--- src/rtl/canon_pkg.sv ---
// Shared types, mode encodings and width helpers for the canonical-form term sweeper.
package canon_pkg;

  typedef enum logic [1:0] {
    IDLE  = 2'd0,
    SWEEP = 2'd1,
    DONE  = 2'd2
  } state_e;

  localparam logic MODE_POS = 1'b0;
  localparam logic MODE_SOP = 1'b1;

  function automatic int unsigned terms_of(input int unsigned n_vars);
    return 32'd1 << n_vars;
  endfunction

  // Count reaches TERMS itself when every index is true, hence one extra bit.
  function automatic int unsigned cnt_width(input int unsigned n_vars);
    return n_vars + 32'd1;
  endfunction

endpackage

--- src/rtl/canon_term_sweeper_if.sv ---
// Valid/ready stream carrying (index, value) pairs out of the term sweeper.
interface canon_term_sweeper_if #(
  parameter int unsigned N_VARS = 3
);
  logic              out_valid;
  logic              out_ready;
  logic [N_VARS-1:0] out_idx;
  logic              out_s;

  modport master (
    output out_valid,
    output out_idx,
    output out_s,
    input  out_ready
  );

  modport slave (
    input  out_valid,
    input  out_idx,
    input  out_s,
    output out_ready
  );
endinterface

--- src/rtl/canon_lut.sv ---
// Combinational truth-table lookup: term-mask bit at idx, XNOR'ed with the SoP/PoS mode.
module canon_lut
  import canon_pkg::*;
#(
  parameter int unsigned N_VARS = 3,
  localparam int unsigned TERMS = terms_of(N_VARS)
) (
  input  logic [TERMS-1:0]  mask,
  input  logic              mode,
  input  logic [N_VARS-1:0] idx,
  output logic              s
);

  assign s = ~(mask[idx] ^ mode);

endmodule

--- src/rtl/canon_term_sweeper.sv ---
// Sequential SoP/PoS evaluator sweeping all input combinations over a valid/ready stream.
// Optional registered lookup port enabled by defining CANON_EVAL_PORT_EN.
module canon_term_sweeper
  import canon_pkg::*;
#(
  parameter int unsigned N_VARS = 3,
  localparam int unsigned TERMS = terms_of(N_VARS),
  localparam int unsigned CW    = cnt_width(N_VARS)
) (
  input  logic                 clk,
  input  logic                 rst_n,
  input  logic                 load,
  input  logic [TERMS-1:0]     term_mask,
  input  logic                 mode,
  input  logic                 start,
  canon_term_sweeper_if.master stream,
  output logic                 busy,
  output logic                 done,
  output logic [CW-1:0]        ones_cnt
`ifdef CANON_EVAL_PORT_EN
  ,
  input  logic [N_VARS-1:0]    eval_in,
  output logic                 eval_s
`endif
);

  state_e            state;
  logic [TERMS-1:0]  mask_q;
  logic              mode_q;
  logic              out_valid;
  logic [N_VARS-1:0] out_idx;
  logic              out_s;

  logic [TERMS-1:0]  lut_mask;
  logic              lut_mode;
  logic [N_VARS-1:0] lut_idx;
  logic              lut_s;

  assign stream.out_valid = out_valid;
  assign stream.out_idx   = out_idx;
  assign stream.out_s     = out_s;

  // The lookup always targets the index about to be registered, so out_s and
  // out_idx update together; a load coincident with start feeds the new mask in.
  always_comb begin
    lut_mask = mask_q;
    lut_mode = mode_q;
    lut_idx  = out_idx + 1'b1;
    if (state == IDLE) begin
      lut_idx = '0;
      if (load) begin
        lut_mask = term_mask;
        lut_mode = mode;
      end
    end
  end

  canon_lut #(.N_VARS(N_VARS)) u_sweep_lut (
    .mask (lut_mask),
    .mode (lut_mode),
    .idx  (lut_idx),
    .s    (lut_s)
  );

  always_ff @(posedge clk or negedge rst_n) begin
    if (!rst_n) begin
      state     <= IDLE;
      mask_q    <= '0;
      mode_q    <= MODE_POS;
      out_valid <= 1'b0;
      out_idx   <= '0;
      out_s     <= 1'b0;
      busy      <= 1'b0;
      done      <= 1'b0;
      ones_cnt  <= '0;
    end else begin
      case (state)
        IDLE: begin
          if (load) begin
            mask_q <= term_mask;
            mode_q <= mode;
          end
          if (start) begin
            state     <= SWEEP;
            busy      <= 1'b1;
            out_valid <= 1'b1;
            out_idx   <= '0;
            out_s     <= lut_s;
            ones_cnt  <= '0;
          end
        end
        SWEEP: begin
          if (out_valid && stream.out_ready) begin
            ones_cnt <= ones_cnt + CW'(out_s);
            if (out_idx == '1) begin
              state     <= DONE;
              out_valid <= 1'b0;
              busy      <= 1'b0;
              done      <= 1'b1;
            end else begin
              out_idx <= lut_idx;
              out_s   <= lut_s;
            end
          end
        end
        DONE: begin
          done  <= 1'b0;
          state <= IDLE;
          if (load) begin
            mask_q <= term_mask;
            mode_q <= mode;
          end
        end
        default: state <= IDLE;
      endcase
    end
  end

`ifdef CANON_EVAL_PORT_EN
  logic eval_lut_s;

  canon_lut #(.N_VARS(N_VARS)) u_eval_lut (
    .mask (mask_q),
    .mode (mode_q),
    .idx  (eval_in),
    .s    (eval_lut_s)
  );

  always_ff @(posedge clk or negedge rst_n) begin
    if (!rst_n) begin
      eval_s <= 1'b0;
    end else begin
      eval_s <= eval_lut_s;
    end
  end
`endif

endmodule

--- src/flat_wrapper.sv ---
// flat-port wrapper written by rule: the top's interface ports become plain ports
module canon_term_sweeper_flat import canon_pkg::*;
#(
  parameter int unsigned N_VARS = 3,
  localparam int unsigned TERMS = terms_of(N_VARS),
  localparam int unsigned CW    = cnt_width(N_VARS)
)
  (clk, rst_n, load, term_mask, mode, start, busy, done, ones_cnt, stream_out_valid, stream_out_idx, stream_out_s, stream_out_ready);
  canon_term_sweeper_if #(.N_VARS(N_VARS)) stream_i ();
  input  logic clk;
  input  logic rst_n;
  input  logic load;
  input  logic [TERMS-1:0] term_mask;
  input  logic mode;
  input  logic start;
  output logic busy;
  output logic done;
  output logic [CW-1:0] ones_cnt;
  output wire logic [$bits(stream_i.out_valid)-1:0] stream_out_valid;
  output wire logic [$bits(stream_i.out_idx)-1:0] stream_out_idx;
  output wire logic [$bits(stream_i.out_s)-1:0] stream_out_s;
  input wire logic [$bits(stream_i.out_ready)-1:0] stream_out_ready;
  assign stream_out_valid = stream_i.out_valid;
  assign stream_out_idx = stream_i.out_idx;
  assign stream_out_s = stream_i.out_s;
  assign stream_i.out_ready = stream_out_ready;
  canon_term_sweeper #(.N_VARS(N_VARS)) u_core (.clk(clk), .rst_n(rst_n), .load(load), .term_mask(term_mask), .mode(mode), .start(start), .stream(stream_i), .busy(busy), .done(done), .ones_cnt(ones_cnt));
endmodule
--- config.mk ---
export PLATFORM = sky130hd
export DESIGN_NAME = canon_term_sweeper_flat
export DESIGN_NICKNAME = d
export VERILOG_FILES = /design/src/rtl/canon_pkg.sv /design/src/rtl/canon_term_sweeper_if.sv /design/src/rtl/canon_lut.sv /design/src/rtl/canon_term_sweeper.sv /design/src/flat_wrapper.sv
export SDC_FILE = /design/constraint.sdc
export NUM_CORES = 1
export LEC_CHECK = 0
export ABC_AREA = 1
export CAP_MARGIN = 30
export CORE_MARGIN = 4
export CORE_UTILIZATION = 45
export CTS_CLUSTER_DIAMETER = 60
export DETAILED_ROUTE_END_ITERATION = 10
export PLACE_DENSITY = 0.76
export SLEW_MARGIN = 5
export SYNTH_ARGS = -nofsm -noshare
export SYNTH_HDL_FRONTEND = slang
export SYNTH_HIERARCHICAL = 1
export SYNTH_SLANG_ARGS = --single-unit
--- constraint.sdc ---
create_clock -name clk -period 1.8 [get_ports clk]
set_input_delay 0.18 -clock clk [delete_from_list [all_inputs] [get_ports clk]]
set_output_delay 0.18 -clock clk [all_outputs]
set_load 0.03 [all_outputs]
# Word level (Yosys, flattened, before mapping)
# Index checks and enable logic that the tools add are counted.
[word_totals] ff_bits=21 in_bits=14 out_inout_bits=11 elab_cells=59
[op_classes] addsub=2 order_cmp=1 eq_ne=7 muxes=29 bitwise=2 reduce_logical=10
[op_table] cell="$mux W8" count=2
[op_table] cell="$mux W3" count=4
[op_table] cell="$mux W1" count=11
[op_table] cell="$reduce_and A3 Y1" count=3
[op_table] cell="$mux W4" count=2
[op_table] cell="$pmux W4 S2" count=1
[op_table] cell="$reduce_and A4 Y1" count=2
[op_table] cell="$mux W2" count=3
[op_table] cell="$pmux W1 S2" count=3
[op_table] cell="$pmux W3 S2" count=1
[op_table] cell="$add A4 B1 Y4" count=1
[op_table] cell="$lt A3 B4 Y1 const B" count=1
[op_table] cell="$ne A2 B1 Y1 const B" count=2
[op_table] cell="$ne A2 B2 Y1 const B" count=2
[op_table] cell="$pmux W2 S2" count=1
[op_table] cell="$reduce_bool A2 Y1" count=2
[op_table] cell="$add A3 B1 Y3 const B" count=1
[op_table] cell="$bmux W1 S3" count=1
[op_table] cell="$eq A3 B3 Y1 const B" count=1
[op_table] cell="$eq A2 B1 Y1 const B" count=1
[op_table] cell="$eq A2 B2 Y1 const B" count=1
[op_table] cell="$logic_not A2 Y1" count=1
[op_table] cell="$reduce_or A2 Y1" count=1
[op_table] cell="$logic_and A1 B1 Y1" count=1
[op_table] cell="2 further kinds" count=2

# Longest topological paths before layout
# Gate-level depths: netlist of run 1.
[depth] ltp_word=9 depth_mapped=14

# Modules after synthesis
# Netlist of run 1, hierarchy kept.
[by_module_without_submodules] mod="canon_term_sweeper" instances=1 cells_per_inst=154 area_per_inst_um2=1172.4
[by_module_without_submodules] mod="canon_lut" instances=1 cells_per_inst=30 area_per_inst_um2=131.4

# Worst setup path before layout of run 1
# Ideal clock, no wire load.
[synth_path] path_type="register to register" from="reg u_core.out_idx[0] (netlist: u_core/stream.out_idx[0])" to="reg u_core.out_s (netlist: u_core/stream.out_s)" setup_ns=0.118 t_arrival_ns=1.589 setup_slack_ns=0.093 path_stages_with_launch=12 n_path_buf=0 synth_period_minus_slack_ns=1.707 cell_sequence="dfrtp_1 -> ha_1 -> ha_1 -> inv_1 -> nor2_1 -> inv_1 -> nand3_2 -> nand2_1 -> nand2_1 -> nand2_1 -> nand3_1 -> nand2_1"
[synth_between] elab_chain_len=9 word_cells_on_any_way=13 cone_classes="add/sub (1); eq/ne (2); mux (7); bitwise (2); reduce/logical (1)"
[synth_lines] item="start, declared" line="canon_term_sweeper.sv:31" source="logic [N_VARS-1:0] out_idx;"
[synth_lines] item="start signal, assigned" line="canon_term_sweeper.sv:101" source="out_idx <= lut_idx;"
[synth_lines] item="$add A3 B1 Y3 *" line="canon_term_sweeper.sv:48" source="lut_idx = out_idx + 1'b1;"
[synth_lines] item="$mux W3 *" line="canon_term_sweeper.sv:49" source="if (state == IDLE) begin"
[synth_lines] item="net u_core.lut_idx[2]" line="canon_term_sweeper.sv:36" source="logic [N_VARS-1:0] lut_idx;"
[synth_lines] item="$bmux W1 S3 *" line="canon_lut.sv:14" source="assign s = ~(mask[idx] ^ mode);"
[synth_lines] item="$mux W1 (implied by the code) *" line="canon_lut.sv:14"
[synth_lines] item="$xor A1 B1 Y1 *" line="canon_lut.sv:14"
[synth_lines] item="$not A1 Y1 *" line="canon_lut.sv:14"
[synth_lines] item="net u_core.lut_s" line="canon_term_sweeper.sv:37" source="logic lut_s;"
[synth_lines] item="$mux W1" line="canon_term_sweeper.sv:95" source="if (out_idx == '1) begin"
[synth_lines] item="$mux W1" line="canon_term_sweeper.sv:93" source="if (out_valid && stream.out_ready) begin"
[synth_lines] item="$pmux W1 S2 *" line="canon_term_sweeper.sv:77" source="case (state)"
[synth_lines] item="end signal, assigned" line="canon_term_sweeper.sv:88" source="out_s <= lut_s;"
[synth_lines] item="end signal, assigned" line="canon_term_sweeper.sv:102" source="out_s <= lut_s;"
[synth_lines] item="end, declared" line="canon_term_sweeper.sv:32" source="logic out_s;"
# The timed path passes the listed nets; every way through them passes the cells marked *. The select of a mux whose other input is x is not followed.
# A chain may end at the register's enable or synchronous reset.

# Worst setup path in the final report of run 1
# Same ends and word-level chain as after synthesis.

==> flow_metrics.env, run 1 <==
export IMPL_htree_levels=1
export IMPL_slew_headroom=0.7312
export IMPL_fin_setup_tns_ns=0
export IMPL_slew_viol_final=0
export IMPL_path_delay_family="simple AND/OR/NAND/NOR gates"
export IMPL_synth_seq_cells=21
export IMPL_initial_core_util=0.4728
export IMPL_io_buffers=24
export IMPL_grt_overflow=0
export IMPL_hold_buffers=0
export IMPL_critPathLaunchType="flip-flop"
export IMPL_syn_area_per_cell_um2=7.086
export IMPL_ys_warn_count=6
export IMPL_insertion_delay_ns=0.30
export IMPL_hpwl_um=2098
export IMPL_final_cells=240
export IMPL_cts_buffers=3
export IMPL_period_minus_slack_ns=1.702
export IMPL_boundaryPins=25
export IMPL_synthDistinctLibCells=20
export IMPL_vias=1204
export IMPL_ant_nets=0
export IMPL_core_mm2=0.002758
export IMPL_core_rowCount=19
export IMPL_cts_tree="built"
export IMPL_cts_buffer_depth=2
export IMPL_critical_path_class="flip-flop to flip-flop"
export IMPL_fillCellCount=263
export IMPL_worst_pin_slew_ns=0.4017
export IMPL_ff2ff_path_depth=11
export IMPL_grt_busiest_layer="met2"
export IMPL_dieArea_mm2=0.003822
export IMPL_critPathMaxStageDelay_ns=0.44
export IMPL_worst_path_max_fanout=4
export IMPL_fin_nets=228
export IMPL_place_inst=236
export IMPL_reg2reg_from="u_core/stream.out_idx[0]"
export IMPL_postCtsSetupRepairBufs=0
export IMPL_cts_sinks=21
export IMPL_timing_fmax_ghz=0.5876
export IMPL_drtIter0Drc=37
export IMPL_rsz0062_at_grt="no"
export IMPL_leakage_nw=0.9469
export IMPL_cp_end_kind="flip-flop"
export IMPL_area_delta_synth_final_pct=23.51
export IMPL_drive_above_1_share=0.1053
export IMPL_regArea_um2=525.5
export IMPL_min_path_type="input pin to asynchronous set/reset pin"
export IMPL_grt_max_degree=22
export IMPL_die_w_um=61.83
export IMPL_netlist_area_mm2=0.001304
export IMPL_startpoint="u_core/stream.out_idx[0]"
export IMPL_grt_usage=0.1615
export IMPL_clk_pin_slew_ns=0.12
export IMPL_cp_cell_sequence="ha_1 > ha_1 > inv_1 > nor2_1 > inv_1 > nand3_2 > nand2_1 > nand2_1 > nand2_1 > nand3_1 > nand2_1"
export IMPL_outcome="finished clean"
export IMPL_hold_violations=0
export IMPL_synth_top_cell_area_share=0.4031
export IMPL_drcViolationCount=0
export IMPL_synth_seq_area_share=0.4031
export IMPL_vias_per_cell=5.017
export IMPL_path_buf_inv=2
export IMPL_grt_pass1_wl_um=4692
export IMPL_grt_pass1_vias=1125
export IMPL_diodes=0
export IMPL_syn_inst=184
export IMPL_die_height_um=61.83
export IMPL_setup_viol=0
export IMPL_grtUsageMet2=0.2631
export IMPL_worstSetupPathDepth=11
export IMPL_drv_cap=0
export IMPL_synth_area_top_cells="dfrtp_1 (40%), nand2_1 (17%), o21ai_0 (10%)"
export IMPL_antenna_found_initial=0
export IMPL_post_drt_wl_per_cell_um=11.43
export IMPL_min_period_over_period=0.9455
export IMPL_cp_slowest_cell="dfrtp_1"
export IMPL_grt_use_met3=0.02479
export IMPL_worst_path_most_repeated_cell="nand2_1"
export IMPL_root_buffer="clkbuf_4"
export IMPL_skew_ns=0.001771
export IMPL_use_met1=0.2225
export IMPL_cp_arrival_ns=1.91
export IMPL_gp_congestion=0.7823
export IMPL_synth_area_leader_cell="dfrtp_1"
export IMPL_drt_pass1_iter_count=4
export IMPL_drt_wl_total_um=2742
export IMPL_syn_nets=202
export IMPL_p_per_area_mw_per_mm2=475.2
export IMPL_multiInputGateArea_um2=616.8
export IMPL_irDropWorstVdd_uv=401.8
export IMPL_cp_required_ns=2.01
[state kept, by name (all words and copies together), names as in the netlist]
name                     flops
u_core/stream.out_idx        3
u_core/mode_q                1
u_core/stream.out_valid      1
u_core/done                  1
u_core/state                 2
u_core/stream.out_s          1
u_core/ones_cnt              4
u_core/mask_q                8
[cell families (layout without fill, tap and decap cells)]
family / Yosys count / in the layout / share of synthesized area
adder cells (fa/ha/maj): 4 / 4 / 0.03839
buffers and inverters: 39 / 64 / 0.1238
AND/OR/NAND/NOR: 87 / 87 / 0.2975
XOR/XNOR: 1 / 1 / 0.006719
AO/OA/AOI/OAI: 32 / 32 / 0.1305
flip-flops: 21 / 21 / 0.4031
[worst reg2reg max path: cells and delay by family, from the launching register on]
kind                       cells  cell delay [ns]
DFF                            1             0.44
and+or+nand+nor                7             0.57
adders and majority gates      2             0.49
buffers and inverters          2             0.11
[synthesized netlist by cell type, drive strengths merged]
master and number:
o211ai 1, nand3 13, nand4 3, inv 33, nor2 11, ha 4
xor2 1, nand2 60, buf 6, a21oi 1, o21ai 30, dfrtp 21
[area by class of cell]
| type | instances | share of cell area |
|---|---|---|
| multi-input combinational | 124 | 0.3831 |
| clock buffer | 3 | 0.01399 |
| tap | 31 | 0.02409 |
| timing repair buffer | 27 | 0.1709 |
| sequential | 21 | 0.3263 |
| clock inverter | 1 | 0.003108 |
| inverter | 33 | 0.07848 |
[path summary, 6_finish.rpt]
kind | slack [ns] | to
setup / recovery | 0.1 | u_core/stream.out_s
hold / removal | 0.21 | u_core/mask_q[1]
setup reg to reg | 0.1 | u_core/stream.out_s
hold reg to reg | 0.52 | u_core/mask_q[4]
max in group asynchronous | 1.37 | u_core/stream.out_idx[1]
min in group clk | 0.52 | u_core/mask_q[4]
[report_power, final]
part / total, mW / leakage [nW] / switching (mW) / internal [mW]
logic: 0.0629 / 0.693 / 0.0273 / 0.0356
clock network: 0.231 / 0.0177 / 0.148 / 0.0827
registers: 0.472 / 0.236 / 0 / 0.472
total: 0.765 / 0.947 / 0.175 / 0.590
[cells in the final DEF (no fill, tap or decap), drive strengths merged]
cell type,n
dfrtp,21
a21oi,1
o21ai,30
nand3,13
ha,4
o211ai,1
buf,3
xor2,1
nand4,3
nor2,11
clkinv,1
clkdlybuf4s50,24
inv,33
clkbuf,3
nand2,60
[through the flow]
step | hold WS, ns | setup WS, ns | util | total power [mW] | cell area (µm²)
2_1_floorplan | -0.1156 | 0.09274 | - | 0.4981 | 1304
3_3_place_gp | 0.4802 | 0.05010 | 0.5730 | 0.5431 | 1580
3_5_place_dp | 0.4911 | -0.002449 | 0.5730 | 0.5448 | 1580
4_1_cts | 0.2192 | 0.09776 | 0.5830 | 0.7739 | 1608
5_1_grt | 0.2420 | 0.003224 | 0.5839 | 0.8008 | 1610
6_report | 0.2120 | 0.09807 | 0.5839 | 0.7652 | 1610
[layer usage]
metal,part of all wire,vias to the layer above
li1,-,623
met1,0.47,557
met2,0.49,22
met3,0.031,2
met4,0.0066,0
met5,0,-
[what timing repair did]
item / CTS / global route
gates resized for setup: 0 / 3
endpoints found under the hold margin: 0 / 0
endpoints found under the setup margin: 0 / 1
No activity file was read; power rests on OpenSTA's default activity.
==> inputs of run 2 (changes only) <==
- REMOVE_ABC_BUFFERS: not set -> 1
- TNS_END_PERCENT: not set -> 1
==> run 2 against run 1 <==
  * Utilization shrank 0.41 points
  * Wire length decreased by 5.5%
  * Global-route usage down 0.37 points
  * Sequential share of layout area up 0.31 points
  * Combinational power down 6.7%
  * Critical path type unchanged
==> flow_metrics.env, run 2 (synthesis results as in run 1) <==
export IMPL_reg_largest_list="u_core/mask_q x8, u_core/ones_cnt x4, u_core/stream.out_idx x3"
export IMPL_grt_max_degree=22
export IMPL_drcViolationCount=0
export IMPL_final_common_cell="nand2_1"
export IMPL_dpl_instance_area_mm2=0.001568
export IMPL_cts_buffer_depth=2
export IMPL_power_mw=0.7624
export IMPL_fin_setup_tns_ns=0
export IMPL_ant_nets=0
export IMPL_drive_above_1_share=0.1148
export IMPL_initial_core_util=0.4728
export IMPL_die_w_um=61.83
export IMPL_period_minus_slack_ns=1.658
export IMPL_io_buffers=24
export IMPL_drtIter0Drc=36
export IMPL_die_height_um=61.83
export IMPL_grt_usage=0.1577
export IMPL_gp_congestion=0.8049
export IMPL_leakage_nw=0.9391
export IMPL_core_rowCount=19
export IMPL_grt_pass1_wl_um=4554
export IMPL_ff2ff_path_depth=12
export IMPL_dieArea_mm2=0.003822
export IMPL_cp_arrival_ns=1.87
export IMPL_fin_nets=228
export IMPL_r2r_setup_slack_ns=0.14
export IMPL_grt_overflow=0
export IMPL_top_layer="met4"
export IMPL_area_delta_synth_final_pct=22.65
export IMPL_reg2reg_from="u_core/state[1]"
export IMPL_post_drt_wl_per_cell_um=10.80
export IMPL_root_buffer="clkbuf_4"
export IMPL_antenna_found_initial=0
export IMPL_setup_viol=0
export IMPL_min_period_over_period=0.9210
export IMPL_clk_pin_slew_ns=0.12
export IMPL_outcome="finished clean"
export IMPL_wl_met3_um=99
export IMPL_cp_required_ns=2.01
export IMPL_hpwl_um=1982
export IMPL_irDropWorstVdd_uv=297.9
export IMPL_cts_buffers=3
export IMPL_grt_pass1_vias=1056
export IMPL_p_per_area_mw_per_mm2=476.8
export IMPL_worst_path_max_fanout=18
export IMPL_vias=1151
export IMPL_top_register="u_core/mask_q"
export IMPL_cts_sinks=21
export IMPL_wl_met1_um=1223
export IMPL_postCtsSetupRepairBufs=0
export IMPL_slew_viol_final=0
export IMPL_insertion_delay_ns=0.30
export IMPL_vias_per_cell=4.796
export IMPL_drv_cap=0
export IMPL_cp_end_kind="flip-flop"
export IMPL_critical_path_class="flip-flop to flip-flop"
export IMPL_critPathLaunchType="flip-flop"
export IMPL_min_path_type="input pin to asynchronous set/reset pin"
export IMPL_timing_fmax_ghz=0.6032
export IMPL_final_area_mm2=0.001599
export IMPL_hold_violations=0
export IMPL_drt_pass1_iter_count=4
export IMPL_cts_tree="built"
export IMPL_skew_ns=0.003319
export IMPL_htree_levels=1
export IMPL_boundaryPins=25
export IMPL_diodes=0
export IMPL_drt_wl_total_um=2591
export IMPL_r2r_end="u_core/stream.out_s"
export IMPL_worst_pin_slew_ns=0.3773
export IMPL_slew_headroom=0.7475
export IMPL_rsz0062_at_grt="no"
export IMPL_final_cell_mix="nand2_1 (58), inv_1 (28), o21ai_0 (25)"
export IMPL_wl_met2_um=1247
export IMPL_largest_register_ffs=8
export IMPL_core_mm2=0.002758
==> run 2: changes by cell type in the layout (fill, tap and decap cells not counted) <==
cell / previous run / this run
buf_12: 1 / 0
buf_4: 2 / 3
dfrtp_1: 21 / 20
dfrtp_2: 0 / 1
inv_2: 4 / 5
inv_4: 1 / 0
nor2_1: 8 / 7
nor2_2: 1 / 2
==> run 2: metal layers <==
layer	track usage	vias to the layer above
li1	-	622
met1	0.2103	508
met2	0.2601	19
met3	0.02479	2
met4	0.05455	0
met5	0	-
==> run 2: layout make-up <==
| type | instances | area, µm² |
|---|---|---|
| well taps | 31 | 38.79 |
| fillers | 259 | 1159 |
| clock inverters | 1 | 5.005 |
| multi-input cells | 124 | 619.3 |
| clock buffers | 3 | 22.52 |
| flip-flops and latches | 21 | 526.8 |
| repair buffers | 27 | 262.8 |
| inverters | 33 | 123.9 |
==> run 2: repair_timing <==
item | 4_1_cts | 5_1_grt
hold buffers | 0 | 0
endpoints found under the setup margin | 0 | 1
resized for setup | 0 | 3
==> run 2: power breakdown <==
group,switching (mW),internal (mW)
logic,0.0260,0.0327
clock network,0.149,0.0828
registers,0,0.472
total,0.175,0.587
==> run 2: critical path: stages, from the launching register on <==
cell and delay, ns:
dfrtp_2 0.47, nor2_4 0.18, inv_2 0.15, o21ai_0 0.20
inv_1 0.06, nand2_1 0.05, nand3_1 0.08, nand3_2 0.10
nand2_1 0.05, nand2_1 0.05, nand2_1 0.04, nand3_1 0.07
nand2_1 0.05
==> run 2: worst max path at each step <==
stage | slack (ns) | cells past startpoint | to | start
after global placement | 0.03 | 13 | u_core/stream.out_s | load
after CTS | 0.10 | 11 | u_core/stream.out_s | u_core/stream.out_idx[0]
final | 0.14 | 12 | u_core/stream.out_s | u_core/state[1]
after global routing | 0.007 | 12 | u_core/stream.out_s | u_core/state[1]
after floorplan | 0.09 | 11 | u_core/stream.out_s | u_core/stream.out_idx[0]
after detailed placement | -0.02 | 13 | u_core/stream.out_s | load
==> run 2: through the flow <==
stage	instances	worst slack [ns]	hold WS (ns)	utilization
global route	240	0.006839	0.2092	0.5799
floorplan	178	0.09267	-0.1156	-
finish	240	0.1421	0.2010	0.5799
global placement	236	0.02587	0.4801	0.5685
detailed placement	236	-0.01644	0.4833	0.5685
CTS	240	0.1030	0.2069	0.5785
==> inputs of run 3 (changes only) <==
- PLACE_DENSITY: 0.76 -> 0.77
- SYNTH_HIERARCHICAL: 1 -> not set
- clock period: 1.8 -> 1.7 ns (I/O delays scaled with it)
==> run 3 against run 2 <==
  * Critical path depth decreased by 11
  * Clock-buffer cell count unchanged
  * Via count decreased by 12%
  * Clock skew decreased by 0.0024 ns
  * Register-to-register slack about the same
  * Synthesized area decreased by 13%
  * Critical path type is now flip-flop to output port
  * Largest cell class is now sequential cells
  * Highest routed layer unchanged
==> flow_metrics.env, run 3 <==
export IMPL_outcome="finished clean"
export IMPL_final_cell_mix="nand2_1 (52), clkdlybuf4s50_1 (24), dfrtp_1 (21)"
export IMPL_grt_max_degree=22
export IMPL_slew_viol_final=0
export IMPL_worst_pin_slew_ns=0.3135
export IMPL_initial_core_util=0.4911
export IMPL_drcViolationCount=0
export IMPL_ys_warn_count=0
export IMPL_r2r_end="u_core.stream.out_s"
export IMPL_htree_levels=1
export IMPL_io_buffers=24
export IMPL_ant_nets=0
export IMPL_r2r_setup_slack_ns=0.14
export IMPL_hold_buffers=0
export IMPL_drtIter0Drc=25
export IMPL_diodes=0
export IMPL_drt_pass1_iter_count=4
export IMPL_timing_fmax_ghz=0.6358
export IMPL_cp_arrival_ns=1.40
export IMPL_final_area_mm2=0.001456
export IMPL_critical_path_class="flip-flop to output port"
export IMPL_fillCellCount=228
export IMPL_antenna_found_initial=0
export IMPL_cts_buffer_depth=2
export IMPL_slew_headroom=0.7903
export IMPL_period_minus_slack_ns=1.573
export IMPL_post_drt_wl_per_cell_um=11.69
export IMPL_die_height_um=58.30
export IMPL_synthArstFlopShare=1.000
export IMPL_critical_path_endpoint="ones_cnt[1]"
export IMPL_grt_pass1_wl_um=4374
export IMPL_synth_top_cell_area_share=0.4615
export IMPL_boundaryPins=25
export IMPL_drt_wl_total_um=2397
export IMPL_synth_edf_count=0
export IMPL_leakage_nw=0.7672
export IMPL_largest_register_ffs=8
export IMPL_drive_above_1_share=0.1130
export IMPL_cts_buffers=3
export IMPL_reg_largest_list="u_core.mask_q x8, u_core.ones_cnt x4, u_core.stream.out_idx x3"
export IMPL_root_buffer="clkbuf_4"
export IMPL_whs_ns=0.1831
export IMPL_netlist_area_mm2=0.001139
export IMPL_vias=1018
export IMPL_synthDistinctLibCells=22
export IMPL_synth_seq_area_share=0.4615
export IMPL_core_mm2=0.002318
export IMPL_cts_sinks=21
export IMPL_cp_required_ns=1.53
export IMPL_synth_area_leader_cell="dfrtp_1"
export IMPL_area_delta_synth_final_pct=27.91
export IMPL_core_rowCount=17
export IMPL_min_period_over_period=0.9251
export IMPL_fin_nets=196
export IMPL_reg2reg_from="u_core.stream.out_idx[0]"
export IMPL_skew_ns=0.0009256
export IMPL_p_per_area_mw_per_mm2=575.6
export IMPL_worst_path_max_fanout=4
export IMPL_hpwl_um=1863
export IMPL_irDropWorstVdd_uv=435.7
export IMPL_synth_area_top_cells="dfrtp_1 (46%), nand2_1 (17%), inv_1 (6.3%)"
export IMPL_grt_overflow=0
export IMPL_synth_most_common_cell="nand2_1"
export IMPL_worstSetupPathDepth=1
export IMPL_die_w_um=58.30
export IMPL_vias_per_cell=4.966
export IMPL_dieArea_mm2=0.003399
export IMPL_min_path_type="input pin to asynchronous set/reset pin"
export IMPL_power_mw=0.8382
export IMPL_dpl_instance_area_mm2=0.001416
export IMPL_setup_viol=0
export IMPL_hold_violations=0
export IMPL_grt_usage=0.1642
export IMPL_final_common_cell="nand2_1"
export IMPL_ys_flop_type="dfrtp_1"
export IMPL_cts_tree="built"
export IMPL_syn_inst=148
export IMPL_ff2ff_path_depth=9
export IMPL_cp_cell_sequence="clkdlybuf4s50_1"
export IMPL_critPathLaunchType="flip-flop"
export IMPL_syn_area_per_cell_um2=7.693
export IMPL_path_delay_family="buffers and inverters"
export IMPL_critPathMaxStageDelay_ns=0.69
export IMPL_clk_pin_slew_ns=0.12
export IMPL_cp_end_kind="output port"
export IMPL_drv_cap=0
export IMPL_startpoint="u_core.ones_cnt[1]"
export IMPL_synth_seq_cells=21
export IMPL_gp_congestion=0.7839
export IMPL_grt_pass1_vias=1049
export IMPL_top_register="u_core.mask_q"
export IMPL_netlist_top_cells_count="nand2_1 (52), dfrtp_1 (21), inv_1 (19)"
export IMPL_cp_slowest_cell="clkdlybuf4s50_1"
export IMPL_insertion_delay_ns=0.30
export IMPL_path_buf_inv=1
==> run 3: cell families after synthesis <==
| kind of cell | count (synthesis) | share of synthesized area |
|---|---|---|
| flip-flops | 21 | 0.4615 |
| adder cells (fa/ha/maj) | 4 | 0.04396 |
| AND/OR/NAND/NOR | 79 | 0.3033 |
| XOR/XNOR | 2 | 0.01539 |
| buffers and inverters | 26 | 0.09011 |
| AO/OA/AOI/OAI | 16 | 0.08571 |
==> run 3: stage by stage <==
| stage | instances | utilization | TNS (ns) | setup slack [ns] |
|---|---|---|---|---|
| after floorplan | 146 | - | 0 | 0.1086 |
| after global placement | 200 | 0.6109 | 0 | 0.1861 |
| after detailed placement | 200 | 0.6109 | 0 | 0.1188 |
| after CTS | 204 | 0.6228 | 0 | 0.09532 |
| after global routing | 205 | 0.6282 | -0.009449 | -0.009449 |
| final | 205 | 0.6282 | 0 | 0.1272 |
==> run 3: report_power, final <==
part           internal [mW]  switching (mW)
logic                 0.0407          0.0358
registers              0.512         0.00515
clock network         0.0878           0.157
total                  0.640           0.198
==> run 3: what timing repair did <==
action	in CTS	in global routing
setup buffers	0	1
setup endpoints to repair	0	1
gates resized for setup	0	1
==> run 3: per-layer routing <==
metal  track usage  vias up  wire (µm)
li1              -      524          -
met3       0.02851        7        105
met2        0.2695       24       1093
met5             0        -          0
met1        0.2111      463       1145
met4       0.07285        0         53
==> run 3: how the worst min path moves through the flow <==
stage | from | to | slack [ns] | depth (start not counted)
5_1_grt | rst_n | u_core.mask_q[0] | 0.22 | 2
3_3_place_gp | u_core.mode_q | u_core.mode_q | 0.47 | 2
6_report | rst_n | u_core.mask_q[4] | 0.18 | 2
2_1_floorplan | rst_n | u_core.busy | -0.13 | 0
3_5_place_dp | u_core.mode_q | u_core.mode_q | 0.48 | 2
4_1_cts | rst_n | u_core.mask_q[4] | 0.19 | 2
==> run 3: layout make-up <==
cell class	count	area, µm²	area share
Tap cell	28	35.03	0.02405
Timing Repair Buffer	27	262.8	0.1804
Inverter	24	90.09	0.06186
Sequential cell	21	525.5	0.3608
Multi-Input combinational cell	101	515.5	0.3540
Clock inverter	1	5.005	0.003436
Clock buffer	3	22.52	0.01546
